File: src/rtl/dcache_dataram_ctrl_pkg.sv
// Shared D-cache line types and constants for the data-array controller.
package dcache_dataram_ctrl_pkg;

  localparam int DCACHE_LINE_BYTES = 32;
  localparam int DCACHE_DATA_W     = DCACHE_LINE_BYTES * 8;
  localparam int DCACHE_DIRTY_BIT  = 256;
  localparam int DCACHE_LINE_W     = DCACHE_DATA_W + 1;

  typedef logic [DCACHE_LINE_W-1:0] DCacheLine;

endpackage

File: src/rtl/dcache_line_merge.sv
// Byte-masked merge of store data into an existing line; the result is always marked dirty.
module dcache_line_merge
  import dcache_dataram_ctrl_pkg::*;
(
  input  DCacheLine                    old_line_i,
  input  logic [DCACHE_DATA_W-1:0]     st_dat_i,
  input  logic [DCACHE_LINE_BYTES-1:0] st_sel_i,
  output DCacheLine                    merged_o
);

  // Per-byte select between store data and the line read from the array
  always_comb begin
    merged_o = old_line_i;
    for (int b = 0; b < DCACHE_LINE_BYTES; b++) begin
      merged_o[b*8 +: 8] = st_sel_i[b] ? st_dat_i[b*8 +: 8] : old_line_i[b*8 +: 8];
    end
    merged_o[DCACHE_DIRTY_BIT] = 1'b1;
  end

endmodule

File: src/rtl/dcache_dataram_ctrl.sv
// D-cache data-array sequencer: fill/store-RMW/load arbitration with write-to-read forwarding.
// Optional performance counters are enabled by defining DCACHE_CTRL_PERF_EN.
module dcache_dataram_ctrl
  import dcache_dataram_ctrl_pkg::*;
#(
  parameter int AWID          = 10,
  parameter int STORE_AGE_MAX = 4
) (
  input  logic                         clk,
  input  logic                         rst,
  input  logic                         fill_req,
  input  logic [AWID-1:0]              fill_adr,
  input  DCacheLine                    fill_dat,
  output logic                         fill_ack,
  input  logic                         st_req,
  input  logic [AWID-1:0]              st_adr,
  input  logic [DCACHE_LINE_BYTES-1:0] st_sel,
  input  logic [DCACHE_DATA_W-1:0]     st_dat,
  output logic                         st_ack,
  input  logic                         ld_req,
  input  logic [AWID-1:0]              ld_adr,
  output logic                         ld_ack,
  output logic                         ld_valid,
  output DCacheLine                    ld_dat,
  output logic                         ram_wr,
  output logic [AWID-1:0]              ram_wadr,
  output logic [AWID-1:0]              ram_radr,
  output DCacheLine                    ram_i,
  input  DCacheLine                    ram_o
`ifdef DCACHE_CTRL_PERF_EN
  ,
  output logic [31:0]                  perf_st_stall,
  output logic [31:0]                  perf_fwd,
  output logic [31:0]                  perf_fill
`endif
);

  typedef enum logic [1:0] {
    IDLE  = 2'd0,
    ST_RD = 2'd1,
    ST_WR = 2'd2
  } state_e;

  localparam int AGE_W = (STORE_AGE_MAX < 1) ? 1 : $clog2(STORE_AGE_MAX + 1);
  localparam logic [AGE_W-1:0] AGE_MAX = AGE_W'(STORE_AGE_MAX);

  state_e           state_q, state_d;
  logic [AGE_W-1:0] age_q, age_d;
  logic             ld_valid_q, fwd_q;
  DCacheLine        fwd_dat_q, ld_hold_q;
  DCacheLine        merged_s;
  logic             st_start_s, ld_lost_s, fwd_hit_s;

  dcache_line_merge u_merge (
    .old_line_i (ram_o),
    .st_dat_i   (st_dat),
    .st_sel_i   (st_sel),
    .merged_o   (merged_s)
  );

  // A starving store takes the read port once it has lost it STORE_AGE_MAX times
  assign st_start_s = rst && (state_q == IDLE) && !fill_req && st_req
                      && (!ld_req || (age_q == AGE_MAX));
  assign ld_lost_s  = (state_q == IDLE) && !fill_req && st_req && ld_req
                      && (age_q != AGE_MAX);

  // State and age registers
  always_ff @(posedge clk or negedge rst) begin
    if (!rst) begin
      state_q <= IDLE;
      age_q   <= '0;
    end else begin
      state_q <= state_d;
      age_q   <= age_d;
    end
  end

  // Next-state and age update
  always_comb begin
    state_d = state_q;
    case (state_q)
      IDLE:    state_d = st_start_s ? ST_RD : IDLE;
      ST_RD:   state_d = ST_WR;
      ST_WR:   state_d = IDLE;
      default: state_d = IDLE;
    endcase
    if (st_ack) begin
      age_d = '0;
    end else if (ld_lost_s) begin
      age_d = age_q + AGE_W'(1);
    end else begin
      age_d = age_q;
    end
  end

  // Array port and handshake outputs; everything is held quiet while reset is asserted
  always_comb begin
    fill_ack = 1'b0;
    st_ack   = 1'b0;
    ld_ack   = 1'b0;
    ram_wr   = 1'b0;
    ram_wadr = '0;
    ram_radr = '0;
    ram_i    = '0;
    if (rst) begin
      case (state_q)
        IDLE: begin
          if (fill_req) begin
            ram_wr   = 1'b1;
            ram_wadr = fill_adr;
            ram_i    = fill_dat;
            fill_ack = 1'b1;
          end else begin
            ram_wr   = 1'b0;
          end
          ld_ack   = ld_req && !st_start_s;
          ram_radr = ld_ack ? ld_adr : '0;
        end
        ST_RD: begin
          ram_radr = st_adr;
        end
        ST_WR: begin
          ram_wr   = 1'b1;
          ram_wadr = st_adr;
          ram_i    = merged_s;
          st_ack   = 1'b1;
          ld_ack   = ld_req;
          ram_radr = ld_req ? ld_adr : '0;
        end
        default: begin
          ram_wr = 1'b0;
        end
      endcase
    end else begin
      ram_wr = 1'b0;
    end
  end

  assign fwd_hit_s = ld_ack && ram_wr && (ram_wadr == ld_adr);

  // Load return pipeline: forwarded write data and last-value hold
  always_ff @(posedge clk or negedge rst) begin
    if (!rst) begin
      ld_valid_q <= 1'b0;
      fwd_q      <= 1'b0;
      fwd_dat_q  <= '0;
      ld_hold_q  <= '0;
    end else begin
      ld_valid_q <= ld_ack;
      fwd_q      <= fwd_hit_s;
      if (fwd_hit_s) begin
        fwd_dat_q <= ram_i;
      end
      if (ld_valid_q) begin
        ld_hold_q <= ld_dat;
      end
    end
  end

  assign ld_valid = ld_valid_q;
  assign ld_dat   = !ld_valid_q ? ld_hold_q : (fwd_q ? fwd_dat_q : ram_o);

`ifdef DCACHE_CTRL_PERF_EN
  logic [31:0] perf_st_stall_q, perf_fwd_q, perf_fill_q;

  // Free-running event counters, wrapping modulo 2^32
  always_ff @(posedge clk or negedge rst) begin
    if (!rst) begin
      perf_st_stall_q <= 32'd0;
      perf_fwd_q      <= 32'd0;
      perf_fill_q     <= 32'd0;
    end else begin
      if ((state_q == IDLE) && st_req && !st_start_s) begin
        perf_st_stall_q <= perf_st_stall_q + 32'd1;
      end
      if (ld_valid_q && fwd_q) begin
        perf_fwd_q <= perf_fwd_q + 32'd1;
      end
      if (fill_ack) begin
        perf_fill_q <= perf_fill_q + 32'd1;
      end
    end
  end

  assign perf_st_stall = perf_st_stall_q;
  assign perf_fwd      = perf_fwd_q;
  assign perf_fill     = perf_fill_q;
`endif

endmodule
File: config.mk
export PLATFORM = sky130hd
export DESIGN_NAME = dcache_dataram_ctrl
export DESIGN_NICKNAME = d
export VERILOG_FILES = /design/src/rtl/dcache_dataram_ctrl_pkg.sv /design/src/rtl/dcache_line_merge.sv /design/src/rtl/dcache_dataram_ctrl.sv
export SDC_FILE = /design/constraint.sdc
export NUM_CORES = 1
export LEC_CHECK = 0
export CAP_MARGIN = 30
export CELL_PAD_IN_SITES_DETAIL_PLACEMENT = 1
export CELL_PAD_IN_SITES_GLOBAL_PLACEMENT = 2
export CORE_AREA = 4 4 533 535
export CTS_CLUSTER_DIAMETER = 150
export DETAILED_ROUTE_END_ITERATION = 16
export DIE_AREA = 0 0 537 539
export HOLD_SLACK_MARGIN = 0.1
export PLACE_DENSITY = 0.41
export REMOVE_ABC_BUFFERS = 1
export SYNTH_ARGS = -nofsm -noshare
export SYNTH_HDL_FRONTEND = slang
export SYNTH_SLANG_ARGS = --single-unit
export TNS_END_PERCENT = 1
File: constraint.sdc
create_clock -name clk -period 5.5 [get_ports clk]
set_clock_uncertainty 0.2 [all_clocks]
set_input_delay 1.1 -clock clk [delete_from_list [all_inputs] [get_ports clk]]
set_output_delay 1.1 -clock clk [all_outputs]
set_load 0.01 [all_outputs]
==> results.md <==
- Run status: complete, no violations
- Drt total wl: 243 mm
- Part of the Yosys area used for sequential elements: 0.437
- GPL Wtd Cong: 0.824
- PnR Total Power: 13.7 mW
- Dominant synthesized flop cell: dfrtp_1
- Worst path max stage delay: 0.64 ns
- Final period utilization: 0.969
- Synthesized flop and latch total: 521
- Synth top area cells: dfrtp_1, mux2i_1, a21oi_1, nor2_1, mux2_1
- Worst-path fanout max: 21
- Dpl hpwl: 199 mm
- Starting density of the core: 0.107
- Least-Margin Pin Slew: 0.879 ns
- Core ar.: 279000 um^2
- First-iteration detailed-routing DRC count: 1252
- Yosys cell types: 44
- Power density over the cells: 268 nW/um^2
- Final Non-Filler Cells: 8377
- IO Port Bufs: 1375
- Multiplexer share of the synthesized area: 0.270
- Setup-failing EPs final: 0
- Post-Synth Adder-Cell Area: 0.000838
- Largest net degree at the start of global routing: 110
- Number of global-route vias before repair: 33.0k
- Die Ht: 539 um
- Mapped cell area: 29800 um^2
- Clock buffer depth: 3
- Synth Warn #: 0
- Number of vias per cell: 3.69
- Hold slack: 0.287 ns
- Initial antenna violation count: 156
- Crit path launch type: input pin
- Post-synth top cells: nor2_1, a21oi_1, dfrtp_1
- Tmin final: 5.33 ns
- Post-Synth Simple-Gate Area: 0.109
- Gr usage total: 0.161
- Fill count: 32.1k
- Synth Instances: 3228
- Clock root cell: clkbuf_16
- Worst Slack Setup Final: 0.169 ns
- Clk sinks: 521
- First-pass GRT wire length: 319 mm
- WL/cell: 29.1 um
- MaxCap Viol Count: 0
- GR Overflow Total: 0
- Slowest cell on the critical path: clkdlybuf4s50_1
- Static leakage: 20.5 nW
- Buf/Inv on CP: 4
- Share of layout cells above drive strength 1: 0.0675
- WS Path Type: input pin to output port
- Async set-reset flop share out of synthesis: 1.00
- Largest area contributor in the netlist: dfrtp_1
- Antenna Nets Post-Route: 0
- Post-DP Area: 48600 um^2
- Inserted Clock Buffers: 81
- Synth top area share: 0.437
- Final hold violations: 0
- Max_slew headroom: 0.412
- H-tree depth: 3
- Post-cts resize count: 0
- Compound-Gate Fraction of Synth Area: 0.139
- Worst hold-check path type: register to register
- Fin nets: 5411
- Worst path required time: 4.20 ns
- Avg Cell Area, Syn: 9.25 um^2
- Peak supply drop: 0.172 mV
- CTS tree: done
- Detailed Routing Iterations Pass 1: 6
- DIE AREA: 289000 um^2
- Die width: 537 um
- Final Cell Area: 51400 um^2
- Setup WS pre-CTS: 0.0392 ns
- CP Cell Sequence: clkdlybuf4s50_1 -> nor2b_4 -> nor2b_4 -> buf_12 -> buf_4 -> a21oi_1 -> nor2_1 -> clkdlybuf4s50_1
- Worst skew pair latency: 0.69 ns
- Final Max Slew Viols: 0
- Clock slew at reported path FFs: 0.05 ns
- Xor and xnor area share after synthesis: 0.00176
- FF/Latch Area: 13000 um^2
- Top-count cell post-synth: nor2_1
- Row Count: 194
- Post-synth EDFFs: 0
- Critical path arrival: 4.03 ns
- I/O pins: 1376
- FMAX: 188 MHz
- Area of the multi-input gates: 15600 um^2
- P&R area growth vs syn: 72.0%
- Crit. End Element: output port
- Vias: 30.9k
- Worst path top cell family by delay: buffers and inverters
- Placed cell count: 8212
- RSZ-0062 raised after global routing: no
- Drc violations: 0
- Largest family of logic cells by synthesized area: multiplexers
==> state kept, by name (all words and copies together) (netlist names) <==
| register | flops |
|---|---|
| fwd_dat_q | 257 |
| ld_hold_q | 257 |
| age_q | 3 |
| state_q | 2 |
| fwd_q | 1 |
| ld_valid | 1 |
==> worst paths after layout <==
kind / startpoint / end / slack (ns) / cells past startpoint
max: fill_req / ram_i[6] / 0.17 / 8
max reg2reg: state_q[1] / fwd_dat_q[94] / 1.70 / 9
min: fwd_dat_q[126] / fwd_dat_q[126] / 0.29 / 1
max in group asynchronous: rst / ld_hold_q[19] / 2.62 / 4
min in group asynchronous: rst / fwd_dat_q[193] / 0.40 / 2
min reg2reg: fwd_dat_q[126] / fwd_dat_q[126] / 0.29 / 1
==> cell families (layout without fill, tap and decap cells) <==
kind of cell               after synthesis  after routing
AOI/OAI and AO/OA                      809            809
xor gates and xnor gates                 6              6
adders and majority gates                2              2
buffers and inverters                  278           1685
DFF                                    521            521
muxes                                  774            774
other                                    0             18
and+or+nand+nor                        838            838
==> routing by layer <==
| metal | vias to the layer above | global-route usage | share of wire |
|---|---|---|---|
| li1 | 13996 | - | - |
| met1 | 15259 | 0.195 | 0.42 |
| met2 | 1230 | 0.272 | 0.47 |
| met3 | 328 | 0.0632 | 0.096 |
| met4 | 102 | 0.0292 | 0.017 |
| met5 | - | 0 | 0.0025 |
==> stage by stage <==
step,util,TNS [ns]
2_1_floorplan,-,-8129.45
3_3_place_gp,0.174,0
3_5_place_dp,0.174,0
4_1_cts,0.184,0
5_1_grt,0.184,0
6_report,0.184,0
==> power breakdown <==
group	switching [mW]	internal (mW)	total, mW
Combinational	2.17	1.82	4.00
Sequential	0.107	4.18	4.28
Clock	2.20	3.26	5.46
==> layout make-up <==
type                            instances  share of cell area
Antenna cell                           18            0.000877
Clock buffer                          131              0.0476
Clock inverter                         15             0.00434
Inverter                                8            0.000585
Multi-Input combinational cell       2429               0.304
Sequential cell                       521               0.254
Tap cell                             3724              0.0907
Timing Repair Buffer                 1531               0.298
==> worst register-to-register path: stages, from the launching register on <==
cell and delay (ns):
dfrtp_1 0.47, buf_4 0.28, or3b_2 0.53, o211a_1 0.33
o2111ai_1 0.19, a2111oi_4 0.09, nand4_4 0.13, buf_4 0.37
buf_4 0.61, mux2_1 0.47
==> cell usage in the layout, fill, tap and decap left out, types with 8 or more instances in the layout <==
master / synthesis / layout
nand2_1: 16 / 16
mux2_2: 27 / 27
clkbuf_8: 0 / 23
diode_2: 0 / 18
buf_4: 4 / 126
mux2i_1: 517 / 517
clkbuf_1: 165 / 27
mux2_1: 230 / 230
clkdlybuf4s50_1: 0 / 1373
a22oi_1: 14 / 14
clkbuf_16: 0 / 81
inv_1: 8 / 8
a21oi_1: 779 / 779
nor2_1: 790 / 790
dfrtp_1: 521 / 519
buf_12: 0 / 30
==> timing repair <==
item                                   CTS  global route
buffers inserted                         0             0
endpoints found under the hold margin   10             0
hold buffers                             1             0
Power figures use the tool's default switching activity.
